`src/rtl/aes_v3_mix_seq_if.sv`:
```
// aes_v3_mix_seq_if
// Request/response bundle between the core's crypto functional-unit slot
// and the multi-cycle MixColumns unit.
//   valid : request valid, held by the core until ready (dropping it aborts)
//   rs1   : source register 1, bytes a0 = rs1[7:0], a1 = rs1[15:8]
//   rs2   : source register 2, bytes a2 = rs2[23:16], a3 = rs2[31:24]
//   enc   : 1 = forward MixColumns, 0 = inverse
//   ready : single-cycle result-valid pulse
//   rd    : result column {r3,r2,r1,r0}
interface aes_v3_mix_seq_if;
  logic        valid;
  logic [31:0] rs1;
  logic [31:0] rs2;
  logic        enc;
  logic        ready;
  logic [31:0] rd;

  modport master (output valid, rs1, rs2, enc, input ready, rd);
  modport slave  (input valid, rs1, rs2, enc, output ready, rd);
endinterface

```
`src/rtl/aes_v3_mix_seq.sv`:
```
// aes_v3_mix_seq
// Multi-cycle forward/inverse AES MixColumns of one 32-bit column.
// LANES output bytes are produced per BUSY cycle (1, 2 or 4); DEC_EN=0
// removes the inverse datapath so enc=0 computes the forward transform.
// Ports:
//   g_clk    : clock, rising edge
//   g_resetn : asynchronous active-low reset
//   bus      : slave side of aes_v3_mix_seq_if (valid/rs1/rs2/enc in,
//              ready/rd out)
module aes_v3_mix_seq #(
  parameter int LANES  = 1,
  parameter int DEC_EN = 1
) (
  input  logic              g_clk,
  input  logic              g_resetn,
  aes_v3_mix_seq_if.slave   bus
);

  if (!(LANES == 1 || LANES == 2 || LANES == 4)) begin : g_lanes_check
    $error("aes_v3_mix_seq: LANES must be 1, 2 or 4");
  end

  localparam logic [2:0] LANES3 = 3'(LANES);

  typedef enum logic [1:0] {
    IDLE = 2'd0,
    BUSY = 2'd1,
    DONE = 2'd2
  } state_e;

  state_e      state_q, state_d;
  logic [1:0]  cnt_q, cnt_d;
  logic [31:0] op_q, op_d;
  logic        enc_q, enc_d;
  logic [31:0] res_q, res_d;
  logic [2:0]  cnt_next;
  logic [1:0]  lane_idx;
  logic        use_inv;
  logic        unused_bits;

  assign unused_bits = ^{bus.rs1[31:16], bus.rs2[15:0]};

  // Inverse is only honoured when the decrypt datapath is built in.
  assign use_inv = (DEC_EN != 0) && !enc_q;

  function automatic logic [7:0] xt(input logic [7:0] b);
    return {b[6:0], 1'b0} ^ (b[7] ? 8'h1b : 8'h00);
  endfunction

  // Output byte k: rotate the column so that a_k lands in byte 0, then
  // apply the fixed coefficient row to bytes 0..3 of the rotated word.
  function automatic logic [7:0] lane_byte(input logic [31:0] col,
                                           input logic [1:0]  k,
                                           input logic        inv);
    logic [31:0] rot;
    logic [7:0]  b0, b1, b2, b3;
    logic [7:0]  b0x2, b0x4, b0x8, b1x2, b1x4, b1x8;
    logic [7:0]  b2x2, b2x4, b2x8, b3x2, b3x4, b3x8;
    case (k)
      2'd0:    rot = col;
      2'd1:    rot = {col[7:0],  col[31:8]};
      2'd2:    rot = {col[15:0], col[31:16]};
      default: rot = {col[23:0], col[31:24]};
    endcase
    b0 = rot[7:0];
    b1 = rot[15:8];
    b2 = rot[23:16];
    b3 = rot[31:24];
    b0x2 = xt(b0); b0x4 = xt(b0x2); b0x8 = xt(b0x4);
    b1x2 = xt(b1); b1x4 = xt(b1x2); b1x8 = xt(b1x4);
    b2x2 = xt(b2); b2x4 = xt(b2x2); b2x8 = xt(b2x4);
    b3x2 = xt(b3); b3x4 = xt(b3x2); b3x8 = xt(b3x4);
    if (inv) begin
      // 0e*b0 ^ 0b*b1 ^ 0d*b2 ^ 09*b3
      return (b0x8 ^ b0x4 ^ b0x2) ^ (b1x8 ^ b1x2 ^ b1) ^
             (b2x8 ^ b2x4 ^ b2) ^ (b3x8 ^ b3);
    end
    // 02*b0 ^ 03*b1 ^ b2 ^ b3
    return b0x2 ^ (b1x2 ^ b1) ^ b2 ^ b3;
  endfunction

  // Next-state and output logic. ready depends only on state and valid.
  always_comb begin
    state_d   = state_q;
    cnt_d     = cnt_q;
    op_d      = op_q;
    enc_d     = enc_q;
    res_d     = res_q;
    lane_idx  = 2'd0;
    bus.ready = 1'b0;
    cnt_next  = {1'b0, cnt_q} + LANES3;
    case (state_q)
      IDLE: begin
        if (bus.valid) begin
          op_d    = {bus.rs2[31:16], bus.rs1[15:0]};
          enc_d   = bus.enc;
          res_d   = 32'h0;
          cnt_d   = 2'd0;
          state_d = BUSY;
        end
      end
      BUSY: begin
        // Abort leaves the partially written result untouched.
        if (!bus.valid) begin
          state_d = IDLE;
        end else begin
          for (int l = 0; l < LANES; l++) begin
            lane_idx = cnt_q + 2'(l);
            res_d[{lane_idx, 3'b000} +: 8] = lane_byte(op_q, lane_idx, use_inv);
          end
          cnt_d = cnt_next[1:0];
          if (cnt_next == 3'd4) begin
            state_d = DONE;
          end
        end
      end
      DONE: begin
        bus.ready = bus.valid;
        state_d   = IDLE;
      end
      default: state_d = IDLE;
    endcase
  end

  // State, counter, operand and result registers.
  always_ff @(posedge g_clk or negedge g_resetn) begin
    if (!g_resetn) begin
      state_q <= IDLE;
      cnt_q   <= 2'd0;
      op_q    <= 32'h0;
      enc_q   <= 1'b0;
      res_q   <= 32'h0;
    end else begin
      state_q <= state_d;
      cnt_q   <= cnt_d;
      op_q    <= op_d;
      enc_q   <= enc_d;
      res_q   <= res_d;
    end
  end

  assign bus.rd = res_q;

endmodule

```
`src/flat_wrapper.sv`:
```
// flat-port wrapper written by rule: the top's interface ports become plain ports
module aes_v3_mix_seq_flat 
#(
  parameter int LANES  = 1,
  parameter int DEC_EN = 1
)
  (g_clk, g_resetn, bus_valid, bus_rs1, bus_rs2, bus_enc, bus_ready, bus_rd);
  aes_v3_mix_seq_if bus_i ();
  input  logic g_clk;
  input  logic g_resetn;
  input wire logic [$bits(bus_i.valid)-1:0] bus_valid;
  input wire logic [$bits(bus_i.rs1)-1:0] bus_rs1;
  input wire logic [$bits(bus_i.rs2)-1:0] bus_rs2;
  input wire logic [$bits(bus_i.enc)-1:0] bus_enc;
  output wire logic [$bits(bus_i.ready)-1:0] bus_ready;
  output wire logic [$bits(bus_i.rd)-1:0] bus_rd;
  assign bus_i.valid = bus_valid;
  assign bus_i.rs1 = bus_rs1;
  assign bus_i.rs2 = bus_rs2;
  assign bus_i.enc = bus_enc;
  assign bus_ready = bus_i.ready;
  assign bus_rd = bus_i.rd;
  aes_v3_mix_seq #(.LANES(LANES), .DEC_EN(DEC_EN)) u_core (.g_clk(g_clk), .g_resetn(g_resetn), .bus(bus_i));
endmodule
```
`config.mk`:
```
export PLATFORM = sky130hd
export DESIGN_NAME = aes_v3_mix_seq_flat
export DESIGN_NICKNAME = d
export VERILOG_FILES = /design/src/rtl/aes_v3_mix_seq_if.sv /design/src/rtl/aes_v3_mix_seq.sv /design/src/flat_wrapper.sv
export SDC_FILE = /design/constraint.sdc
export NUM_CORES = 1
export LEC_CHECK = 0
export ABC_AREA = 0
export CAP_MARGIN = 20
export CORE_ASPECT_RATIO = 0.7
export CORE_MARGIN = 5
export CORE_UTILIZATION = 52
export CTS_CLUSTER_SIZE = 10
export DETAILED_ROUTE_END_ITERATION = 10
export GPL_TIMING_DRIVEN = 1
export PLACE_DENSITY = 0.88
export SLEW_MARGIN = 5
export SYNTH_ARGS = -nofsm -noshare
export SYNTH_HDL_FRONTEND = slang
export SYNTH_SLANG_ARGS = --single-unit
```
`constraint.sdc`:
```
create_clock -name g_clk -period 3.7 [get_ports g_clk]
set_clock_uncertainty 0.1 [all_clocks]
set_input_delay 0.74 -clock g_clk [delete_from_list [all_inputs] [get_ports g_clk]]
set_output_delay 0.74 -clock g_clk [all_outputs]
set_load 0.05 [all_outputs]
```
==> metrics.md, run 1 <==
| Metric | Value |
|---|---|
| Mapped Avg Cell Area | roughly 10 um^2 |
| Setup violators final | 0 |
| Async SR Flop Fraction | 100% |
| Worst min-delay path class | in2async |
| PD cells | 929 mW/mm^2 |
| CP Capture Type | register |
| Post-synth top flop | dfrtp_1 |
| Unique masters post-synth | 44 |
| Combinational family with the most area after synthesis | XOR/XNOR gates |
| Post-Synth Simple-Gate Area | under 10% |
| Yosys warnings | 0 |
| # Max-Cap Violations | 0 |
| Wire per inst | ~19 um |
| Drt pass-1 iters | 7 |
| Layout cells sized above 1 | between 15 and 20% |
| GP Congestion | 0.901 |
| Clk sink count | 69 |
| Post-synthesis compound-gate area fraction | 16.8% |
| Initial core utilization | a little over half |
| Flop pwr share | between 10% and 20% |
| Design Area, Final | around 0.0060 mm^2 |
| First-pass GRT wire length | roughly 20 mm |
| P_sw | between 2 and 2.5 mW |
| Slew @ Worst Pin | 761 ps |
| Placed cell area | 0.00557 mm^2 |
| CP Launch Type | register |
| Switching share of power | between 40 and 50% |
| CP Data Arrival Time | roughly 3600 ps |
| Num CTS Buffers | 9 |
| Most common cell after layout, fill and taps aside | xnor2_1 |
| Pleak | between 2 and 2.5 nW |
| Post-synthesis mux area share | between 10 and 15% |
| # port buffers | ~70 |
| CP Cell Sequence | inv_1 > ha_2 > buf_4 > buf_4 > a222oi_1 > xnor2_1 > xnor2_1 > mux2i_1 > xor2_1 > xnor2_2 > mux2i_1 > nand2_1 |
| CTS root buf | clkbuf_16 |
| Number of DRC markers in iteration 0 | 529 |
| Post-synthesis xor/xnor area fraction | 22.2% |
| Combinational share of power | approximately two thirds |
| Die Span X | about 120 um |
| Htree depth | 3 |
| Cells after Synth | approximately 460 |
| Filler cells | around 700 |
| Site row count | 29 |
| Largest net degree at the start of global routing | 40 |
| Vias in the first global route | roughly 4000 |
| Aggregate global routing overflow | 0 |
| Final Hold Violating Endpoints | 0 |
| Total routed wirelength | between 10 and 15 mm |
| Worst path slowest cell | a222oi_1 |
| Layout area overhead | 25.5% |
| Vias/cell | between 6 and 7 |
| Drt drc | 0 |
| Mapped Area | about 0.0047 mm^2 |
| Slew headroom | 49.3% |
| RSZ-0062 raised after global routing | no |
| Tcrit/Tclk final | 95.2% |
| Fmax | between 200 and 300 MHz |
| Commonest non-fill, non-tap cells in the layout | 72 x xnor2_1, 69 x dfrtp_1, 67 x clkdlybuf4s50_1 |
| Total GRT Usage | roughly 22% |
| Sequential cell area fraction in the yosys report | 36.4% |
| Worst-path clk slew | 60 ps |
| Crit Path Max Fanout | 17 |
| Cell internal pwr | roughly 3.2 mW |
| Post-detail-place hpwl | between 8 and 9 mm |
| Crit path largest cell delay | 470 ps |
| Clock power share | between 10% and 20% |
| Fin util | 66.2% |
| Nets@finish | 607 |
| CTS max path bufs | 2 |
| Worst endpoint required time | roughly 3800 ps |
| Maximum vdd drop | ~0.63 mV |
| Later-pin clock latency in the skew report | ~330 ps |
| CTS tree | built |
| Adder-cell share of the synthesized area | approximately 1.8% |
| Via count | 4008 |
| Buf+Inv Stages, Crit Path | 3 |
| Status | completed |
| WS Path Type | reg2reg |
| Crit path depth | 12 |
| Diodes inserted | 0 |
| Pins Over Slew Limit | 0 |
| I/O pin cnt | between 100 and 150 |
| Core area | around 0.009 mm^2 |
| Initial antenna violation count | 0 |
| R2r worst-path depth | 12 |
| Die area | 0.0112 mm^2 |
| Post-Syn Nets | between 500 and 600 |
| Top delay family on crit path | XOR/XNOR gates |
| Post-synth EDFFs | 0 |
| Min Tclk post-route | approximately 3500 ps |
| Die Y | 89.9 um |
| DRT antenna net count | 0 |
| Synthesized flop and latch total | between 60 and 70 |
-- synth_stat cells, types with 3 or more instances --
cell type	n	area, um^2
buf_2	7	35.0
a22o_1	13	114
nor2_1	8	30.0
xnor3_1	5	113
inv_1	9	33.8
a32oi_1	4	35.0
dfrtp_1	69	1730
and2_1	4	25.0
clkbuf_1	15	56.3
a21oi_1	4	20.0
mux2_2	27	304
nor3_1	7	35.0
xor2_1	27	236
a21boi_0	3	22.5
o21ai_1	17	85.1
and3_1	3	18.8
nand2_1	49	184
mux2i_1	15	150
o21ai_2	3	26.3
a222oi_1	31	310
ha_1	7	87.6
o21ai_0	24	120
buf_6	6	67.6
buf_1	4	15.0
xnor2_1	73	639
-- flip-flops by register name, summed over array words and instances (netlist names) --
| name | flops |
|---|---|
| u_core.bus.rd | 32 |
| u_core.state_q | 2 |
| u_core.enc_q | 1 |
| u_core.op_q | 32 |
| u_core.cnt_q | 2 |
-- repair_timing --
item                                    CTS  global route
cloned                                    0             0
setup buffers                             2             4
endpoints found under the setup margin    8            28
hold buffers                              0             0
resized for setup                         1             4
pin swaps                                 1             5
-- final timing paths --
path	endpoint	slack, ps	from
max in group asynchronous	u_core.op_q[3]$_DFFE_PN0P_	2190	g_resetn
min in group g_clk	u_core.bus.rd[22]$_DFFE_PN0P_	380	u_core.bus.rd[22]$_DFFE_PN0P_
min	u_core.bus.rd[16]$_DFFE_PN0P_	380	g_resetn
min reg2reg	u_core.bus.rd[22]$_DFFE_PN0P_	380	u_core.bus.rd[22]$_DFFE_PN0P_
max reg2reg	u_core.bus.rd[21]$_DFFE_PN0P_	180	u_core.cnt_q[1]$_DFFE_PN0P_
max	u_core.bus.rd[21]$_DFFE_PN0P_	180	u_core.cnt_q[1]$_DFFE_PN0P_
-- through the flow --
stage | hold WS (ps) | std cells | total power [mW] | TNS (ps) | worst slack (ps)
2_1_floorplan | 344 | 458 | 3.61 | 0 | 304
3_3_place_gp | 368 | 639 | 4.33 | 0 | 134
3_5_place_dp | 374 | 639 | 4.45 | -607 | -129
4_1_cts | 386 | 657 | 5.46 | -14.0 | -14.0
5_1_grt | 410 | 661 | 5.82 | 0 | 8.89
6_report | 377 | 661 | 5.53 | 0 | 178
-- worst reg2reg max path: stages (launching register included) --
cell      delay (ps)
dfrtp_1          410
inv_1            130
ha_2             310
buf_4            220
buf_4            180
a222oi_1         470
xnor2_1          160
xnor2_1          150
mux2i_1          390
xor2_1           200
xnor2_2          370
mux2i_1          250
nand2_1           90
-- area by class of cell --
type / instances / area (um^2) / share of cell area, %
multi-input combinational: 346 / 2810 / 47.2
inverter: 9 / 33.8 / 0.567
clock buffer: 9 / 225 / 3.78
clock inverter: 7 / 98.8 / 1.66
tap: 124 / 155 / 2.60
timing repair buffer: 97 / 906 / 15.2
sequential: 69 / 1730 / 29.0
-- routing by layer --
metal  vias up  share of wire, %  GRT usage, %
met1      1967                42          30.8
li1       1801                 -             -
met2       211                47          33.9
met3        29               9.6          6.93
met4         0               2.2          6.57
met5         -                 0             0
-- cells by family (layout without fill, tap and decap cells) --
group | Yosys count | count (layout)
compound gates | 106 | 106
xor+xnor | 108 | 108
fa+ha+maj | 7 | 7
buf+inv | 43 | 122
flops | 69 | 69
mux | 44 | 44
simple gates | 81 | 81
-- power by group through the flow --
stage,combinational [mW],sequential [mW],clock [mW]
global placement,3.30,1.02,0
CTS,3.50,1.02,0.934
detailed placement,3.41,1.04,0
global route,3.80,1.05,0.968
finish,3.58,1.03,0.924
floorplan,2.50,1.11,0
(Power assumes the default switching activity.)
==> inputs of run 2 (changes only) <==
CORE_UTILIZATION = 40   (was 52)
PLACE_DENSITY = 0.72   (was 0.88)
==> metrics.md, run 2 (same netlist as run 1, synthesis figures left out) <==
| Metric | Value |
|---|---|
| Status | completed (unchanged) |
| Clk sink count | 69 (unchanged) |
| R2r worst-path depth | 11 (was 12) |
| Wire per inst | 17.5 um (was 18.7 um) |
| Initial core utilization | 40.8% (was 52.8%) |
| Layout area overhead | 27.3% (was 25.5%) |
| PD cells | 920 mW/mm^2 (was 929 mW/mm^2) |
| Beginning of the worst register-to-register path | u_core.cnt_q[0]$_DFFE_PN0P_ (was u_core.cnt_q[1]$_DFFE_PN0P_) |
| First-pass GRT wire length | 20.2 mm (was 20.4 mm) |
| CTS root buf | clkbuf_16 (unchanged) |
| Site row count | 33 (was 29) |
| Die area | 0.0142 mm^2 (was 0.0112 mm^2) |
| Htree depth | 3 (unchanged) |
| Min Tclk post-route | 3470 ps (was 3520 ps) |
| Post-detail-place hpwl | 9.06 mm (was 8.94 mm) |
| Worst r2r dst | u_core.bus.rd[19]$_DFFE_PN0P_ (was u_core.bus.rd[21]$_DFFE_PN0P_) |
| Combinational share of power | 63.7% (was 64.7%) |
| Area of the multi-input gates | 0.00281 mm^2 (about the same) |
| Worst Hold Endpoint | u_core.bus.rd[26]$_DFFE_PN0P_ |
| CP Data Arrival Time | 3570 ps (was 3640 ps) |
| Drt drc | 0 (unchanged) |
| DRT antenna net count | 0 (unchanged) |
| Cell internal pwr | 3.29 mW (was 3.20 mW) |
| Flop pwr share | 18.4% (was 18.6%) |
| Tcrit/Tclk final | 93.7% (was 95.2%) |
| Initial antenna violation count | 0 (unchanged) |
| Clock power share | 17.8% (was 16.7%) |
| P_sw | 2.28 mW (was 2.33 mW) |
| Via count | 3867 (was 4008) |
| WS Path Type | reg2reg (unchanged) |
| Setup violators final | 0 (unchanged) |
| Total routed wirelength | 12.2 mm (was 12.3 mm) |
| Number of DRC markers in iteration 0 | 485 (was 529) |
| # Max-Cap Violations | 0 (unchanged) |
| Drt pass-1 iters | 8 (was 7) |
| Vias in the first global route | 3810 (was 3954) |
| Aggregate global routing overflow | 0 (unchanged) |
| # port buffers | 68 (unchanged) |
| Fin util | 51.9% (was 66.2%) |
| Later-pin clock latency in the skew report | 340 ps (was 330 ps) |
| Fmax | 288 MHz (was 284 MHz) |
| Cells on Worst Hold Path | 2 |
| Nets@finish | 610 (was 607) |
| Hold path start | u_core.bus.rd[26]$_DFFE_PN0P_ |
| Crit Path Max Fanout | 17 (unchanged) |
| CTS max path bufs | 2 (unchanged) |
| GP Congestion | 0.875 (was 0.901) |
| Layout cells sized above 1 | 16.7% (was 16.2%) |
| Vias/cell | 5.55 (was 6.06) |
| Worst min-delay path class | reg2reg (was in2async) |
| Pleak | 2.45 nW (was 2.43 nW) |
| Worst endpoint required time | 3810 ps (about the same) |
| Commonest non-fill, non-tap cells in the layout | 72 x xnor2_1, 69 x dfrtp_1, 67 x clkdlybuf4s50_1 (unchanged) |
| Maximum vdd drop | 0.606 mV (was 0.633 mV) |
| Num CTS Buffers | 9 (unchanged) |
| Die Span X | 140 um (was 124 um) |
| Switching share of power | 40.9% (was 42.2%) |
| CTS tree | built (unchanged) |
| Largest net degree at the start of global routing | 70 (was 40) |
| Pins Over Slew Limit | 0 (unchanged) |
| Most common cell after layout, fill and taps aside | xnor2_1 (unchanged) |
| I/O pin cnt | 101 (unchanged) |
| RSZ-0062 raised after global routing | no (unchanged) |
| CP Capture Type | register (unchanged) |
| Final Hold Violating Endpoints | 0 (unchanged) |
| Worst-path clk slew | 60 ps (about the same) |
| Slew headroom | 41.6% (was 49.3%) |
| CP Launch Type | register (unchanged) |
| Core area | 0.0116 mm^2 (was 0.00900 mm^2) |
| Die Y | 101 um (was 89.9 um) |
| Hold Buf Count CTS | 0 (unchanged) |
| Setup TNS | 0 ps (unchanged) |
| Register Area | 0.00173 mm^2 (unchanged) |
| R2R Setup Slk | 230 ps (was 180 ps) |
| Slew @ Worst Pin | 876 ps (was 761 ps) |
| Diodes inserted | 0 (unchanged) |
| Total GRT Usage | 17.8% (was 22.3%) |
| Filler cells | 1042 (was 701) |
==> run 2: changes by cell type in the layout (fill, tap and decap cells not counted), sizes merged <==
| cell | previous run | this run |
|---|---|---|
| buf | 30 | 33 |
| clkinv | 3 | 1 |
| bufinv | 2 | 3 |
| clkinvlp | 1 | 2 |
==> run 2: what timing repair did <==
action	4_1_cts	5_1_grt
gates resized for setup	0	4
setup endpoints to repair	0	26
setup buffers	0	1
hold endpoints to repair	0	0
==> run 2: routing by layer <==
layer | track usage, % | vias to the layer above | wire length (um)
li1 | - | 1810 | -
met1 | 26.2 | 1875 | 5740
met2 | 26.3 | 166 | 5280
met3 | 4.15 | 16 | 1020
met4 | 4.69 | 0 | 178
met5 | 0 | - | 0
==> run 2: worst max path at each step <==
stage                                startpoint                             to  slack, ps  depth (start not counted)
global placement    u_core.cnt_q[0]$_DFFE_PN0P_  u_core.bus.rd[21]$_DFFE_PN0P_        110                         12
detailed placement  u_core.cnt_q[0]$_DFFE_PN0P_   u_core.bus.rd[4]$_DFFE_PN0P_         60                         12
finish              u_core.cnt_q[0]$_DFFE_PN0P_  u_core.bus.rd[19]$_DFFE_PN0P_        230                         11
CTS                 u_core.cnt_q[0]$_DFFE_PN0P_  u_core.bus.rd[13]$_DFFE_PN0P_         20                         12
global route        u_core.cnt_q[0]$_DFFE_PN0P_   u_core.bus.rd[4]$_DFFE_PN0P_         20                         12
floorplan           u_core.cnt_q[0]$_DFFE_PN0P_  u_core.bus.rd[12]$_DFFE_PN0P_        300                         11
==> run 2: power groups by stage <==
stage          Sequential, mW  Clock [mW]  Combinational, mW
4_1_cts                  1.03        1.02               3.48
2_1_floorplan            1.11           0               2.50
3_3_place_gp             1.03           0               3.39
5_1_grt                  1.05        1.05               3.79
6_report                 1.03       0.993               3.54
3_5_place_dp             1.04           0               3.47
==> run 2: cell type report <==
type / count / area share (%)
Clock buffer: 9 / 3.73
Clock inverter: 7 / 2.03
Inverter: 9 / 0.559
Multi-Input combinational cell: 346 / 46.5
Sequential cell: 69 / 28.6
Tap cell: 157 / 3.25
Timing Repair Buffer: 100 / 15.4
==> run 2: critical path, stage by stage, from the launching register on <==
cell and delay [ps]:
dfrtp_1 370, inv_1 170, ha_2 470, a222oi_1 180, mux2i_1 210, xnor3_1 440
xnor2_1 160, xnor2_1 310, xnor3_1 470, mux2i_1 190, buf_4 170, o21ai_1 80
==> run 2: metrics by stage <==
stage	hold slack, ps	total power, mW	cell area, um^2	setup slack (ps)	cells
2_1_floorplan	344	3.61	4750	304	458
3_3_place_gp	370	4.41	5670	115	680
3_5_place_dp	374	4.51	5670	62.6	680
4_1_cts	387	5.52	6020	22.2	696
5_1_grt	418	5.88	6040	21.0	697
6_report	385	5.56	6040	233	697
==> inputs of run 3 (changes only) <==
==> constraint.sdc (replaced) <==
create_clock -name g_clk -period 3.7 [get_ports g_clk]
set_clock_uncertainty 0.1 [all_clocks]
set_input_delay 0.37 -clock g_clk [delete_from_list [all_inputs] [get_ports g_clk]]
set_output_delay 0.37 -clock g_clk [all_outputs]
set_load 0.05 [all_outputs]
==> metrics.md, run 3 (same netlist as run 1, synthesis figures left out) <==
| Metric | Value |
|---|---|
| Min Tclk post-route | 3500 ps (was 3470 ps) |
| I/O pin cnt | 101 (unchanged) |
| Slew headroom | 51.7% (was 41.6%) |
| Switching share of power | 41.3% (was 40.9%) |
| Slew @ Worst Pin | 719 ps (was 876 ps) |
| Initial antenna violation count | 0 (unchanged) |
| Die Span X | 140 um (unchanged) |
| Worst-path clk slew | 60 ps (about the same) |
| P_sw | 2.26 mW (was 2.28 mW) |
| Combinational share of power | 64.2% (was 63.7%) |
| Die area | 0.0142 mm^2 (unchanged) |
| Buf+Inv Stages, Crit Path | 2 (unchanged) |
| Largest net degree at the start of global routing | 59 (was 70) |
| Post-detail-place hpwl | 9.12 mm (was 9.06 mm) |
| Nets@finish | 607 (was 610) |
| CTS max path bufs | 2 (unchanged) |
| Diodes inserted | 0 (unchanged) |
| Pleak | 2.43 nW (was 2.45 nW) |
| Flop pwr share | 18.8% (was 18.4%) |
| Aggregate global routing overflow | 0 (unchanged) |
| # Max-Cap Violations | 0 (unchanged) |
| Status | completed (unchanged) |
| CTS tree | built (unchanged) |
| Clock power share | 17.1% (was 17.8%) |
| Core area | 0.0116 mm^2 (unchanged) |
| CP Cell Sequence | inv_1 > ha_2 > a222oi_1 > mux2i_1 > xnor3_1 > xnor2_1 > xnor2_1 > xnor3_1 > mux2i_1 > buf_4 > o21ai_1 (unchanged) |
| Setup violators final | 0 (unchanged) |
| RSZ-0062 raised after global routing | no (unchanged) |
| Fin cells | 694 (was 697) |
| Worst endpoint required time | 3820 ps (was 3810 ps) |
| Setup TNS | 0 ps (unchanged) |
| Commonest non-fill, non-tap cells in the layout | 72 x xnor2_1, 69 x dfrtp_1, 67 x clkdlybuf4s50_1 (unchanged) |
| CP Data Arrival Time | 3620 ps (was 3570 ps) |
| Worst min-delay path class | in2async (was reg2reg) |
| WS Path Type | reg2reg (unchanged) |
| CTS root buf | clkbuf_16 (unchanged) |
| Number of DRC markers in iteration 0 | 423 (was 485) |
| Worst path slowest cell | xnor3_1 (was ha_2) |
| Num CTS Buffers | 9 (unchanged) |
| Crit Path Max Fanout | 17 (unchanged) |
| Total routed wirelength | 12.2 mm (about the same) |
| Filler cells | 1036 (was 1042) |
| Total GRT Usage | 17.6% (was 17.8%) |
| Most common cell after layout, fill and taps aside | xnor2_1 (unchanged) |
| DRT antenna net count | 0 (unchanged) |
| Drt pass-1 iters | 11 (was 8) |
| Vias in the first global route | 3674 (was 3810) |
| Cell internal pwr | 3.21 mW (was 3.29 mW) |
| Site row count | 33 (unchanged) |
| Wire per inst | 17.6 um (was 17.5 um) |
| Via count | 3832 (was 3867) |
| Htree depth | 3 (unchanged) |
| Initial core utilization | 40.8% (unchanged) |
| Maximum vdd drop | 0.561 mV (was 0.606 mV) |
| Placed Cells | 676 (was 680) |
| GP Congestion | 0.872 (was 0.875) |
| Pins Over Slew Limit | 0 (unchanged) |
| Vias/cell | 5.52 (was 5.55) |
| Setup repair bufs after CTS | 0 (unchanged) |
| Final Hold Violating Endpoints | 0 (unchanged) |
| Drt drc | 0 (unchanged) |
| Clk sink count | 69 (unchanged) |
| CP Launch Type | register (unchanged) |
| Fmax | 285 MHz (was 288 MHz) |
| PD cells | 909 mW/mm^2 (was 920 mW/mm^2) |
| # port buffers | 68 (unchanged) |
| First-pass GRT wire length | 19.7 mm (was 20.2 mm) |
| Later-pin clock latency in the skew report | 340 ps (about the same) |
| Die Y | 101 um (unchanged) |
| CP Capture Type | register (unchanged) |
| Tcrit/Tclk final | 94.7% (was 93.7%) |
| Crit path largest cell delay | 470 ps (about the same) |
| Top delay family on crit path | XOR/XNOR gates (unchanged) |
| Layout cells sized above 1 | 16.2% (was 16.7%) |
| Layout area overhead | 26.8% (was 27.3%) |
## run 3: cell types whose count changed in the layout (fill, tap and decap cells not counted), sizes merged
cell         previous run  this run
dlygate4sd3             0         1
bufinv                  3         2
buf                    33        29
clkinvlp                2         1
clkinv                  1         3
## run 3: path summary, 6_finish.rpt
check                      slack, ps                             to  cells after the start                           from
setup / recovery                 200  u_core.bus.rd[19]$_DFFE_PN0P_                     11    u_core.cnt_q[1]$_DFFE_PN0P_
hold / removal                   300  u_core.bus.rd[15]$_DFFE_PN0P_                      2                       g_resetn
setup reg to reg                 200  u_core.bus.rd[19]$_DFFE_PN0P_                     11    u_core.cnt_q[1]$_DFFE_PN0P_
hold reg to reg                  380  u_core.bus.rd[12]$_DFFE_PN0P_                      2  u_core.bus.rd[12]$_DFFE_PN0P_
max in group asynchronous       2620    u_core.op_q[12]$_DFFE_PN0P_                      3                       g_resetn
min in group g_clk               380  u_core.bus.rd[12]$_DFFE_PN0P_                      2  u_core.bus.rd[12]$_DFFE_PN0P_
## run 3: area by class of cell
class                      instances  area [um^2]  share of cell area [%]
tap                              157          196                    3.26
clock inverter                     7         98.8                    1.64
inverter                           9         33.8                   0.561
multi-input combinational        346         2820                    46.8
timing repair buffer              97          921                    15.3
sequential                        69         1730                    28.7
clock buffer                       9          225                    3.74
## run 3: what timing repair did
action,in CTS,in global routing
endpoints found under the setup margin,5,24
hold buffers,0,1
pin swaps,0,1
gates cloned,0,0
hold endpoints to repair,0,4
gates resized for setup,2,3
## run 3: routing by layer
layer | routed length, um | track usage (%)
met2 | 5240 | 25.4
met1 | 5970 | 26.3
met4 | 159 | 4.84
met3 | 820 | 4.15
met5 | 0 | 0
## run 3: stage by stage
stage | utilization (%) | cell area [um^2] | hold slack, ps | setup WS [ps] | power, mW
CTS | 51.3 | 5980 | 110 | 5.98 | 5.48
global placement | 48.5 | 5640 | 370 | 127 | 4.40
detailed placement | 48.5 | 5640 | 371 | -36.4 | 4.48
floorplan | - | 4750 | -25.6 | 304 | 3.61
finish | 51.7 | 6020 | 297 | 195 | 5.47
global route | 51.7 | 6020 | 310 | 20.6 | 5.79
## run 3: power by group through the flow
stage	registers [mW]	clock network, mW	logic [mW]
final	1.03	0.933	3.51
after global routing	1.04	0.983	3.77
after CTS	1.02	0.949	3.51
after detailed placement	1.04	0	3.44
after global placement	1.03	0	3.37
after floorplan	1.11	0	2.50
